**src/rtl/jt49_noise_pkg.sv**
```systemverilog
// rtl/jt49_noise_pkg.sv - shared constants and LFSR step function for the noise scheduler
package jt49_noise_pkg;
  localparam int LFSR_W  = 17;
  localparam int TAP_A   = 0;
  localparam int TAP_B   = 2;
  localparam int OUT_BIT = 16;
  localparam logic [LFSR_W-1:0] LFSR_RST = '0;

  // The all-zero state injects a 1 so a freshly reset voice starts on its own.
  function automatic logic [LFSR_W-1:0] lfsr_next(input logic [LFSR_W-1:0] s);
    logic fb;
    fb = s[TAP_A] ^ s[TAP_B] ^ (s == LFSR_RST);
    return {fb, s[LFSR_W-1:1]};
  endfunction
endpackage

```
**src/rtl/jt49_noise_sched_if.sv**
```systemverilog
// rtl/jt49_noise_sched_if.sv - register-bank side and mixer side signals of the noise scheduler
interface jt49_noise_sched_if #(
  parameter int NV = 3,
  parameter int PW = 5
);
  logic             cen;
  logic [NV*PW-1:0] period;
  logic [NV-1:0]    noise;
  logic [NV-1:0]    step;
  logic             overrun;

  modport master (output cen, output period, input noise, input step, input overrun);
  modport slave  (input cen, input period, output noise, output step, output overrun);
endinterface

```
**src/rtl/jt49_rr_arb.sv**
```systemverilog
// rtl/jt49_rr_arb.sv - round-robin one-hot arbiter, search starts after the last granted index
module jt49_rr_arb #(
  parameter int N = 3
) (
  input  logic         clk,
  input  logic         rst_n,
  input  logic [N-1:0] req,
  output logic [N-1:0] gnt
);
  localparam int IW = (N > 1) ? $clog2(N) : 1;

  logic [IW-1:0] ptr;
  logic [IW-1:0] idx_nxt;
  logic [IW-1:0] cand;
  logic          found;

  always_comb begin
    gnt     = '0;
    found   = 1'b0;
    idx_nxt = ptr;
    cand    = '0;
    for (int i = 1; i <= N; i++) begin
      cand = IW'((int'(ptr) + i) % N);
      if (!found && req[cand]) begin
        gnt[cand] = 1'b1;
        found     = 1'b1;
        idx_nxt   = cand;
      end
    end
  end

  // Pointer starts at the last voice so voice 0 wins the first search.
  always_ff @(posedge clk) begin
    if (!rst_n) begin
      ptr <= IW'(N - 1);
    end else if (found) begin
      ptr <= idx_nxt;
    end
  end
endmodule

```
**src/rtl/jt49_noise_sched.sv**
```systemverilog
// rtl/jt49_noise_sched.sv - per-voice noise prescalers sharing one LFSR step engine
module jt49_noise_sched
  import jt49_noise_pkg::*;
#(
  parameter int NV = 3,
  parameter int PW = 5
) (
  input logic               clk,
  input logic               rst_n,
  jt49_noise_sched_if.slave bus
);
  logic [NV-1:0]     tick;
  logic [NV-1:0]     pend;
  logic [NV-1:0]     gnt;
  logic [NV-1:0]     lost;
  logic [NV-1:0]     step_r;
  logic [NV-1:0]     noise_bits;
  logic              ovr;
  logic [LFSR_W-1:0] st [NV];
  logic [LFSR_W-1:0] sel;
  logic [LFSR_W-1:0] nxt;

  for (genvar v = 0; v < NV; v++) begin : g_voice
    logic [PW-1:0] cnt;
    logic [PW-1:0] per;
    logic [PW:0]   per_m1;

    assign per    = bus.period[v*PW +: PW];
    assign per_m1 = {1'b0, per} - (PW+1)'(1);
    // >= rather than == so a period shrunk below cnt wraps on the next cen.
    assign tick[v] = bus.cen && ((per <= PW'(1)) || ({1'b0, cnt} >= per_m1));
    assign noise_bits[v] = st[v][OUT_BIT];

    always_ff @(posedge clk) begin
      if (!rst_n) begin
        cnt <= '0;
      end else if (bus.cen) begin
        cnt <= tick[v] ? '0 : cnt + PW'(1);
      end
    end
  end

  jt49_rr_arb #(.N(NV)) u_arb (
    .clk   (clk),
    .rst_n (rst_n),
    .req   (pend),
    .gnt   (gnt)
  );

  always_comb begin
    sel = '0;
    for (int v = 0; v < NV; v++) begin
      if (gnt[v]) sel = sel | st[v];
    end
  end

  assign nxt  = lfsr_next(sel);
  assign lost = tick & pend & ~gnt;

  // A tick arriving on the grant clk re-arms pending instead of being dropped.
  always_ff @(posedge clk) begin
    if (!rst_n) begin
      pend   <= '0;
      step_r <= '0;
      ovr    <= 1'b0;
      for (int v = 0; v < NV; v++) st[v] <= LFSR_RST;
    end else begin
      pend   <= tick | (pend & ~gnt);
      step_r <= gnt;
      if (|lost) ovr <= 1'b1;
      for (int v = 0; v < NV; v++) begin
        if (gnt[v]) st[v] <= nxt;
      end
    end
  end

  assign bus.noise   = noise_bits;
  assign bus.step    = step_r;
  assign bus.overrun = ovr;
endmodule

```
**src/flat_wrapper.sv**
```systemverilog
// flat-port wrapper written by rule: the top's interface ports become plain ports
module jt49_noise_sched_flat import jt49_noise_pkg::*;
#(
  parameter int NV = 3,
  parameter int PW = 5
)
  (clk, rst_n, bus_cen, bus_period, bus_noise, bus_step, bus_overrun);
  jt49_noise_sched_if #(.NV(NV), .PW(PW)) bus_i ();
  input logic clk;
  input logic rst_n;
  input wire logic [$bits(bus_i.cen)-1:0] bus_cen;
  input wire logic [$bits(bus_i.period)-1:0] bus_period;
  output wire logic [$bits(bus_i.noise)-1:0] bus_noise;
  output wire logic [$bits(bus_i.step)-1:0] bus_step;
  output wire logic [$bits(bus_i.overrun)-1:0] bus_overrun;
  assign bus_i.cen = bus_cen;
  assign bus_i.period = bus_period;
  assign bus_noise = bus_i.noise;
  assign bus_step = bus_i.step;
  assign bus_overrun = bus_i.overrun;
  jt49_noise_sched #(.NV(NV), .PW(PW)) u_core (.clk(clk), .rst_n(rst_n), .bus(bus_i));
endmodule
```
**config.mk**
```make
export PLATFORM = sky130hd
export DESIGN_NAME = jt49_noise_sched_flat
export DESIGN_NICKNAME = d
export VERILOG_FILES = /design/src/rtl/jt49_noise_pkg.sv /design/src/rtl/jt49_noise_sched_if.sv /design/src/rtl/jt49_rr_arb.sv /design/src/rtl/jt49_noise_sched.sv /design/src/flat_wrapper.sv
export SDC_FILE = /design/constraint.sdc
export NUM_CORES = 1
export LEC_CHECK = 0
export ABC_AREA = 1
export CAP_MARGIN = 40
export CORE_MARGIN = 1.5
export CORE_UTILIZATION = 64
export DETAILED_ROUTE_END_ITERATION = 10
export PLACE_DENSITY = 0.82
export SLEW_MARGIN = 20
export SYNTH_ARGS = -nofsm -noshare
export SYNTH_HDL_FRONTEND = slang
export SYNTH_SLANG_ARGS = --single-unit
```
**constraint.sdc**
```tcl
create_clock -name clk -period 3.58 [get_ports clk]
set_clock_uncertainty 0.1 [all_clocks]
set_input_delay 0.716 -clock clk [delete_from_list [all_inputs] [get_ports clk]]
set_output_delay 0.716 -clock clk [all_outputs]
set_load 0.1 [all_outputs]
```
======== Word-level counts from Yosys, hierarchy flattened ========
Memory sizes are Yosys's and may differ from the RTL's.
Index checks and enable logic that the tools add are counted.
word-level totals
  register bits after elaboration ......... 24
  bits in latches ......................... 0
  memory bits (writable) .................. 51
  memory bits (read-only) ................. 0
  input port bits ......................... 18
  output and inout bits ................... 7
  word-level logic and storage cells ...... 103
  memories kept ........................... 1
memory list
  memory     words  bits a word  rd ports  clocked after Yosys merged registers in  wr ports  line                    RTL
  u_core.st  3      17           3         0                                        3         jt49_noise_sched.sv:19  logic [LFSR_W-1:0] st [NV];
operators by class
  $add $sub $neg .......................... 9
  multiply operators ...................... 0
  divide/modulo/power cells ............... 3
  $lt $le $gt $ge ......................... 12
  equal/unequal tests ..................... 0
  shifts and indexed selects .............. 0
  muxes and demuxes ....................... 40
  bitwise gates (word level) .............. 14
  reductions and logical operators ........ 17
operator list
  cell                   count
  $mux 17                6
  $mod 32x3->32 const B  3
  $or 17x17->17          2
  $mux 1                 19
  $ge 5x6->1             3
  $sub 5x1->6 const B    3
  $logic_not 17->1       1
  $add 5x1->5 const B    3
  $le 5x1->1 const B     3
  $mux 5                 3
  $and 3x3->3            3
  $lt 2x3->1 const B     3
  $mux 3                 3
  $or 3x3->3             3
  $logic_and 1x1->1      8
  $add 2x2->3 const B    2
  $bmux 1 s2             3
  $demux 1 s2            3
  $ge 2x1->1 const B     3
  $mux 2                 3
  $add 2x1->3 const B    1
  $logic_or 1x1->1       3
  $not 3->3              1
  $or 1x1->1             3
  other kinds (5)        7

======== Logic depth before layout (Yosys ltp) ========
Gate-level depths: netlist (run 1).
  depth in word-level cells ............... 19
  mapped depth ............................ 20

======== By module ========
A second synthesis (run 1) with hierarchy kept.
second synthesis, totals
  cell total of the unflattened synthesis .. 454
  area, all modules ....................... 4072.7 sq um
modules (own cells, without submodules)
  module            times used  cells each  area an instance (sq um)  sequential area each (sq um)
  jt49_noise_sched  1           400         3704.8                    1971.9
  jt49_rr_arb       1           54          367.9                     40.0

======== Worst setup path after synthesis (run 1) ========
Ideal clock, no wire load.
  path kind ............................... reg-to-reg
  start ................................... register u_core.u_arb.ptr[0]
  end ..................................... memory u_core.st[1][0], in the netlist u_core.st[0][17], enable pin
  library setup time ...................... 0.373 ns
  arrival time ............................ 1.920 ns
  data required time ...................... 3.107 ns
  setup slack ............................. 1.186 ns
  cell stages (with the launch flop) ...... 13
  path buffers ............................ 1
  clock period less this slack ............ 2.394 ns
  path through ............................ dfxtp_1 inv_1 ha_1 buf_6 nand2_1 nand3_2 nand2_4 nand2_2 nand2_1 nand2_2 nand2_4 inv_1 nand2_1
RTL lines
  what                    line                    RTL
  start, declared         jt49_rr_arb.sv:12       logic [IW-1:0] ptr;
  start signal, assigned  jt49_rr_arb.sv:35       ptr <= IW'(N - 1);
  start signal, assigned  jt49_rr_arb.sv:37       ptr <= idx_nxt;
  end, declared           jt49_noise_sched.sv:19

==> flow_metrics.tcl, run 1 <==
set metrics [dict create \
    hold_class "reg -> reg" \
    stdcell_area_mm2 0.00467 \
    cts-buffers-inserted 9 \
    hold_violations 0 \
    fin_crit_ns 2.99 \
    synthXorXnorAreaFrac_pct 3.87 \
    final_common_cell "nand2_1" \
    drtPass1Iterations 4 \
    antenna_found_initial 0 \
    place_congestion 0.823 \
    ys_warn_count 0 \
    dp_hpwl_um 5450 \
    maxCapViolCount 0 \
    finalCritPeriodShare_pct 83.4 \
    grt_max_degree 22 \
    synth-compound-area-share_pct 4.95 \
    clk_pin_slew_ns 0.09 \
    die_height_um 82.7 \
    setup_slack_ns 0.593 \
    grt_pass1_vias 3008 \
    layout_common_cells "nand2_1 (117), inv_1 (52), edfxtp_1 (51)" \
    slowest_delay_ns 0.47 \
    setup_viol 0 \
    fin_cells 564 \
    maxSlewHeadroom_pct 55.2 \
    area_delta_synth_final_pct 14.9 \
    routed_wl_um 8000 \
    tritoncts "yes" \
    synth_top_family_by_area "simple AND/OR/NAND/NOR gates" \
    pre_cts_slack_ns 0.524 \
    synth_fa_ha_area_share_pct 8.61 \
    holdWs_ns 0.410 \
    cp-start-kind "flip-flop" \
    port-buffer-count 24 \
    syn_area_mm2 0.00407 \
    clk-insertion-delay-late_ns 0.35 \
    synth_edf_count 51 \
    fmax_ghz 0.335 \
    nNetsFinal 530 \
    num_antenna_cells 0 \
    start_util_pct 67.5 \
    drc 0 \
    required_ns 3.68 \
    fp-row-count 28 \
    cts_resized 0 \
    synthCells 450 \
    cts.path.max_buffers 2 \
    worstMarginPinSlew_ns 0.669 \
    drtIter0Drc 260 \
    p_per_area_mw_per_mm2 735 \
    dieArea_mm2 0.00685 \
    worstPathCellList "inv_1 > ha_1 > inv_6 > nand2_2 > nand3_2 > nand2_4 > nand2_2 > nand2_1 > nand2_2 > nand2_4 > inv_1 > a31oi_4 > nand2_1 > a21oi_2" \
    place_inst 548 \
    grt_overflow 0 \
    peakVddDrop_mv 0.638 \
    cp_max_fo 18 \
    tns_ns 0 \
    reg2reg_depth 14 \
    synthSimpleGateAreaFrac_pct 25.3 \
    final_util_pct 77.6 \
    synthesis.nets 496 \
    place_area_mm2 0.00444 \
    drive_gt1_share_pct 11.5 \
    ys_ff_latch 75 \
    wl_per_cell_um 14.2 \
    rsz0062_at_grt "false" \
    synthMuxAreaShare_pct 0.246 \
    critPathSlowestCell "ha_1" \
    via_count 3044 \
    die_w_um 82.7 \
    hold-path-cell-count 2 \
    root_buffer "clkbuf_8" \
    drv_slew 0 \
    cellLeakagePower_nw 2.12 \
    synth_top_flop_cell "edfxtp_1" \
    core_area_mm2 0.00603 \
    track_usage_pct 26.3 \
    grt_first_pass_wirelength_um 13400 \
    cts.sinks 75 \
    syn_area_per_cell_um2 9.04 \
    outcome "finished clean" \
    async_flop_share_pct 0 \
    ios 25 \
    detail-route-antenna-nets 0 \
    post-cts-setup-buffer-count 0 \
    arrival_ns 3.08 \
    path_common_cell "nand2_2" \
    ys_types 30 \
    ctsHoldBuffers 0 \
    power.total_mw 3.44 \
    cp-end-kind "flip-flop" \
    critPathKind "reg -> reg" \
    synth.yosys.seq_area_share_pct 49.4 \
    h-tree-depth 3 \
    via_per_inst 5.40 \
]
==> cells in the mapped netlist, types with 6 or more instances <==
cell	number	share of area (%)
nand2_1	117	11
inv_1	52	4.8
edfxtp_1	51	38
nor2_1	41	3.8
ha_1	28	8.6
dfxtp_1	24	12
nand3_1	23	2.8
nand4_1	20	3.1
a21oi_1	15	1.8
nand2_2	15	2.3
xor2_1	14	3.0
o21ai_0	9	1.1
o211ai_1	6	1.1
==> critical path, delay by kind of cell, from the launching register on <==
family	cells	cell delay, ns
simple gates	8	0.89
buf+inv	3	0.35
flops	1	0.39
compound gates	2	0.62
fa+ha+maj	1	0.47
==> final timing paths <==
check	from	slack [ns]	endpoint
worst max-delay path	u_core.u_arb.ptr[0]	0.59	u_core.st[0][33]
worst min-delay path	u_core.u_arb.ptr[0]	0.41	u_core.u_arb.ptr[0]
worst max register to register	u_core.u_arb.ptr[0]	0.59	u_core.st[0][33]
worst min register to register	u_core.u_arb.ptr[0]	0.41	u_core.u_arb.ptr[0]
==> cells by family (layout without fill, tap and decap cells) <==
logic type | Yosys count | in the layout
multiplexers | 1 | 1
flip-flops | 75 | 75
AO/OA/AOI/OAI | 33 | 33
buffers and inverters | 68 | 107
XOR/XNOR | 18 | 18
adder cells (fa/ha/maj) | 28 | 28
AND/OR/NAND/NOR | 227 | 227
==> cell type report <==
type                    instances  area, µm²
fillers                       414       1350
clock inverters                 7        108
well taps                      75       93.8
multi-input cells             307       1750
inverters                      57        219
clock buffers                   9        124
flip-flops and latches         75       2010
repair buffers                 34        368
==> flip-flops by register name, summed over array words and instances, names as in the netlist <==
register,cells
u_core.st,51
u_core.g_voice.cnt,15
u_core.bus.step,3
u_core.pend,3
u_core.u_arb.ptr,2
u_core.bus.overrun,1
==> where the power goes <==
group / switching [mW] / leakage (nW) / internal (mW) / total [mW]
Clock: 0.351 / 0.114 / 0.407 / 0.757
Sequential: 0.101 / 0.731 / 1.26 / 1.36
Combinational: 0.918 / 1.27 / 0.401 / 1.32
==> per-layer routing <==
layer	share of wire, %	GRT usage [%]
met1	45	33.2
met2	49	45.4
met3	4.4	5.60
met4	1.3	7.83
met5	0	0
Power figures use the tool's default switching activity.
==> inputs of run 2 (changes only) <==
--- a/config.mk
+++ b/config.mk
@@ -8,9 +8,9 @@
 export ABC_AREA = 1
 export CAP_MARGIN = 40
 export CORE_MARGIN = 1.5
-export CORE_UTILIZATION = 64
+export CORE_UTILIZATION = 59
 export DETAILED_ROUTE_END_ITERATION = 10
-export PLACE_DENSITY = 0.82
+export PLACE_DENSITY = 0.76
 export SLEW_MARGIN = 20
 export SYNTH_ARGS = -nofsm -noshare
 export SYNTH_HDL_FRONTEND = slang
==> constraint.sdc (replaced) <==
create_clock -name clk -period 3 [get_ports clk]
set_clock_uncertainty 0.1 [all_clocks]
set_input_delay 0.6 -clock clk [delete_from_list [all_inputs] [get_ports clk]]
set_output_delay 0.6 -clock clk [all_outputs]
set_load 0.1 [all_outputs]
==> flow_metrics.tcl, run 2 (synthesis gave the netlist of run 1 again) <==
set metrics [dict create \
    fin_crit_ns 2.71 \
    p_per_area_mw_per_mm2 848 \
    cp-start-kind "flip-flop" \
    cts-buffers-inserted 9 \
    hold_class "reg -> reg" \
    slowest_delay_ns 0.44 \
    multi_input_area_mm2 0.00175 \
    grt_max_degree 22 \
    grt_first_pass_wirelength_um 12800 \
    dieArea_mm2 0.00740 \
    gr-usage-met3_pct 3.85 \
    final_common_cell "nand2_1" \
    worstMarginPinSlew_ns 0.683 \
    grtUsageMet1_pct 30.1 \
    wl_per_cell_um 13.4 \
    nNetsFinal 528 \
    track_usage_pct 22.2 \
    drc 0 \
    worstPathCellList "inv_1 > ha_2 > inv_6 > nand2_1 > nand2_2 > nand2_4 > nand2_2 > nand2_1 > nand2_2 > nand2_4 > inv_2 > a31oi_4 > buf_4 > nand2_1 > inv_1" \
    cts.path.max_buffers 2 \
    fmax_ghz 0.368 \
    layout_common_cells "nand2_1 (117), inv_1 (52), edfxtp_1 (51)" \
    cp-end-kind "flip-flop" \
    via_count 3015 \
    hold_violations 0 \
    cp_top_family "simple AND/OR/NAND/NOR gates" \
    num_antenna_cells 0 \
    clk_pin_slew_ns 0.07 \
    clk-insertion-delay-late_ns 0.34 \
    root_buffer "clkbuf_8" \
    arrival_ns 2.81 \
    die_w_um 86.0 \
    antenna_found_initial 0 \
    finalCritPeriodShare_pct 90.5 \
    detail-route-antenna-nets 0 \
    use_met2_pct 36.1 \
    drv_slew 0 \
    cellLeakagePower_nw 2.09 \
    drtPass1Iterations 4 \
    drive_gt1_share_pct 12.6 \
    place_congestion 0.832 \
    cp_max_fo 17 \
    setup_slack_ns 0.286 \
    area_delta_synth_final_pct 12.6 \
    outcome "finished clean" \
    h-tree-depth 3 \
    seq_area_mm2 0.00201 \
    peakVddDrop_mv 0.341 \
    die_height_um 86.0 \
    pre_cts_slack_ns 0.0764 \
    via_per_inst 5.33 \
    rsz0062_at_grt "false" \
    port-buffer-count 24 \
    critPathKind "reg -> reg" \
    top_regs "u_core.st: 51 flops, u_core.g_voice.cnt: 15 flops" \
    grt_overflow 0 \
    critPathSlowestCell "ha_2" \
    drtIter0Drc 161 \
    largest_reg_flops 51 \
    tns_ns 0 \
    cts.sinks 75 \
    maxSlewHeadroom_pct 54.3 \
    ios 25 \
    top_usage_layer "met2" \
    grt_pass1_vias 2823 \
    fp-row-count 30 \
    start_util_pct 60.6 \
    routed_wl_um 7560 \
    maxCapViolCount 0 \
    setup_viol 0 \
    required_ns 3.10 \
    cp_num_buf_inv 5 \
    tritoncts "yes" \
    fillerInstances 552 \
    largest-register "u_core.st" \
    dp_hpwl_um 5290 \
    core_area_mm2 0.00672 \
]
run 2: cell count changes in the layout (fill, tap and decap cells not counted), sizes merged:
cell,before,now
bufinv,2,1
inv,60,58
clkinv,1,2
clkinvlp,1,2
clkdlybuf4s50,24,17
buf,10,15
run 2: worst paths after layout:
check                                           endpoint                      from  slack (ns)  cells after the start
worst max-delay path                    u_core.st[0][25]       u_core.u_arb.ptr[0]        0.29                     15
worst min-delay path            u_core.g_voice[2].cnt[0]  u_core.g_voice[2].cnt[0]        0.41                      2
worst max register to register          u_core.st[0][25]       u_core.u_arb.ptr[0]        0.29                     15
worst min register to register  u_core.g_voice[2].cnt[0]  u_core.g_voice[2].cnt[0]        0.41                      2
run 2: worst register-to-register path, stage by stage (launching register included):
cell,delay (ns)
dfxtp_1,0.38
inv_1,0.08
ha_2,0.44
inv_6,0.06
nand2_1,0.08
nand2_2,0.07
nand2_4,0.13
nand2_2,0.09
nand2_1,0.08
nand2_2,0.06
nand2_4,0.20
inv_2,0.12
a31oi_4,0.34
buf_4,0.20
nand2_1,0.07
inv_1,0.09
run 2: routing by layer:
metal  part of all wire (%)  up-vias
met1                     48     1395
met3                    3.6        8
met2                     47       64
met4                    1.1        0
met5                      0        -
li1                       -     1548
run 2: stage by stage:
stage | hold WS [ns] | power (mW) | instance area, µm² | utilization [%] | cells
2_1_floorplan | 0.372 | 2.79 | 4070 | - | 450
5_1_grt | 0.427 | 4.12 | 4580 | 68.2 | 566
3_5_place_dp | 0.396 | 3.15 | 4390 | 65.3 | 551
6_report | 0.406 | 3.88 | 4580 | 68.2 | 566
3_3_place_gp | 0.392 | 3.12 | 4390 | 65.3 | 551
4_1_cts | 0.406 | 3.90 | 4580 | 68.1 | 566
run 2: final cells by class:
class | count | area share, %
clock buffer | 9 | 2.70
clock inverter | 6 | 1.42
inverter | 57 | 4.78
multi-input combinational | 307 | 38.3
sequential | 75 | 43.9
tap | 80 | 2.19
timing repair buffer | 32 | 6.72
run 2: report_power, final:
part | internal (mW) | switching, mW
clock | 0.382 | 0.364
combinational | 0.453 | 1.07
sequential | 1.50 | 0.109
run 2: repair_timing:
action / CTS / global route
buffers inserted: 0 / 0
setup endpoints to repair: 0 / 3
endpoints found under the hold margin: 0 / 0
resized for setup: 0 / 1
hold buffers: 0 / 0
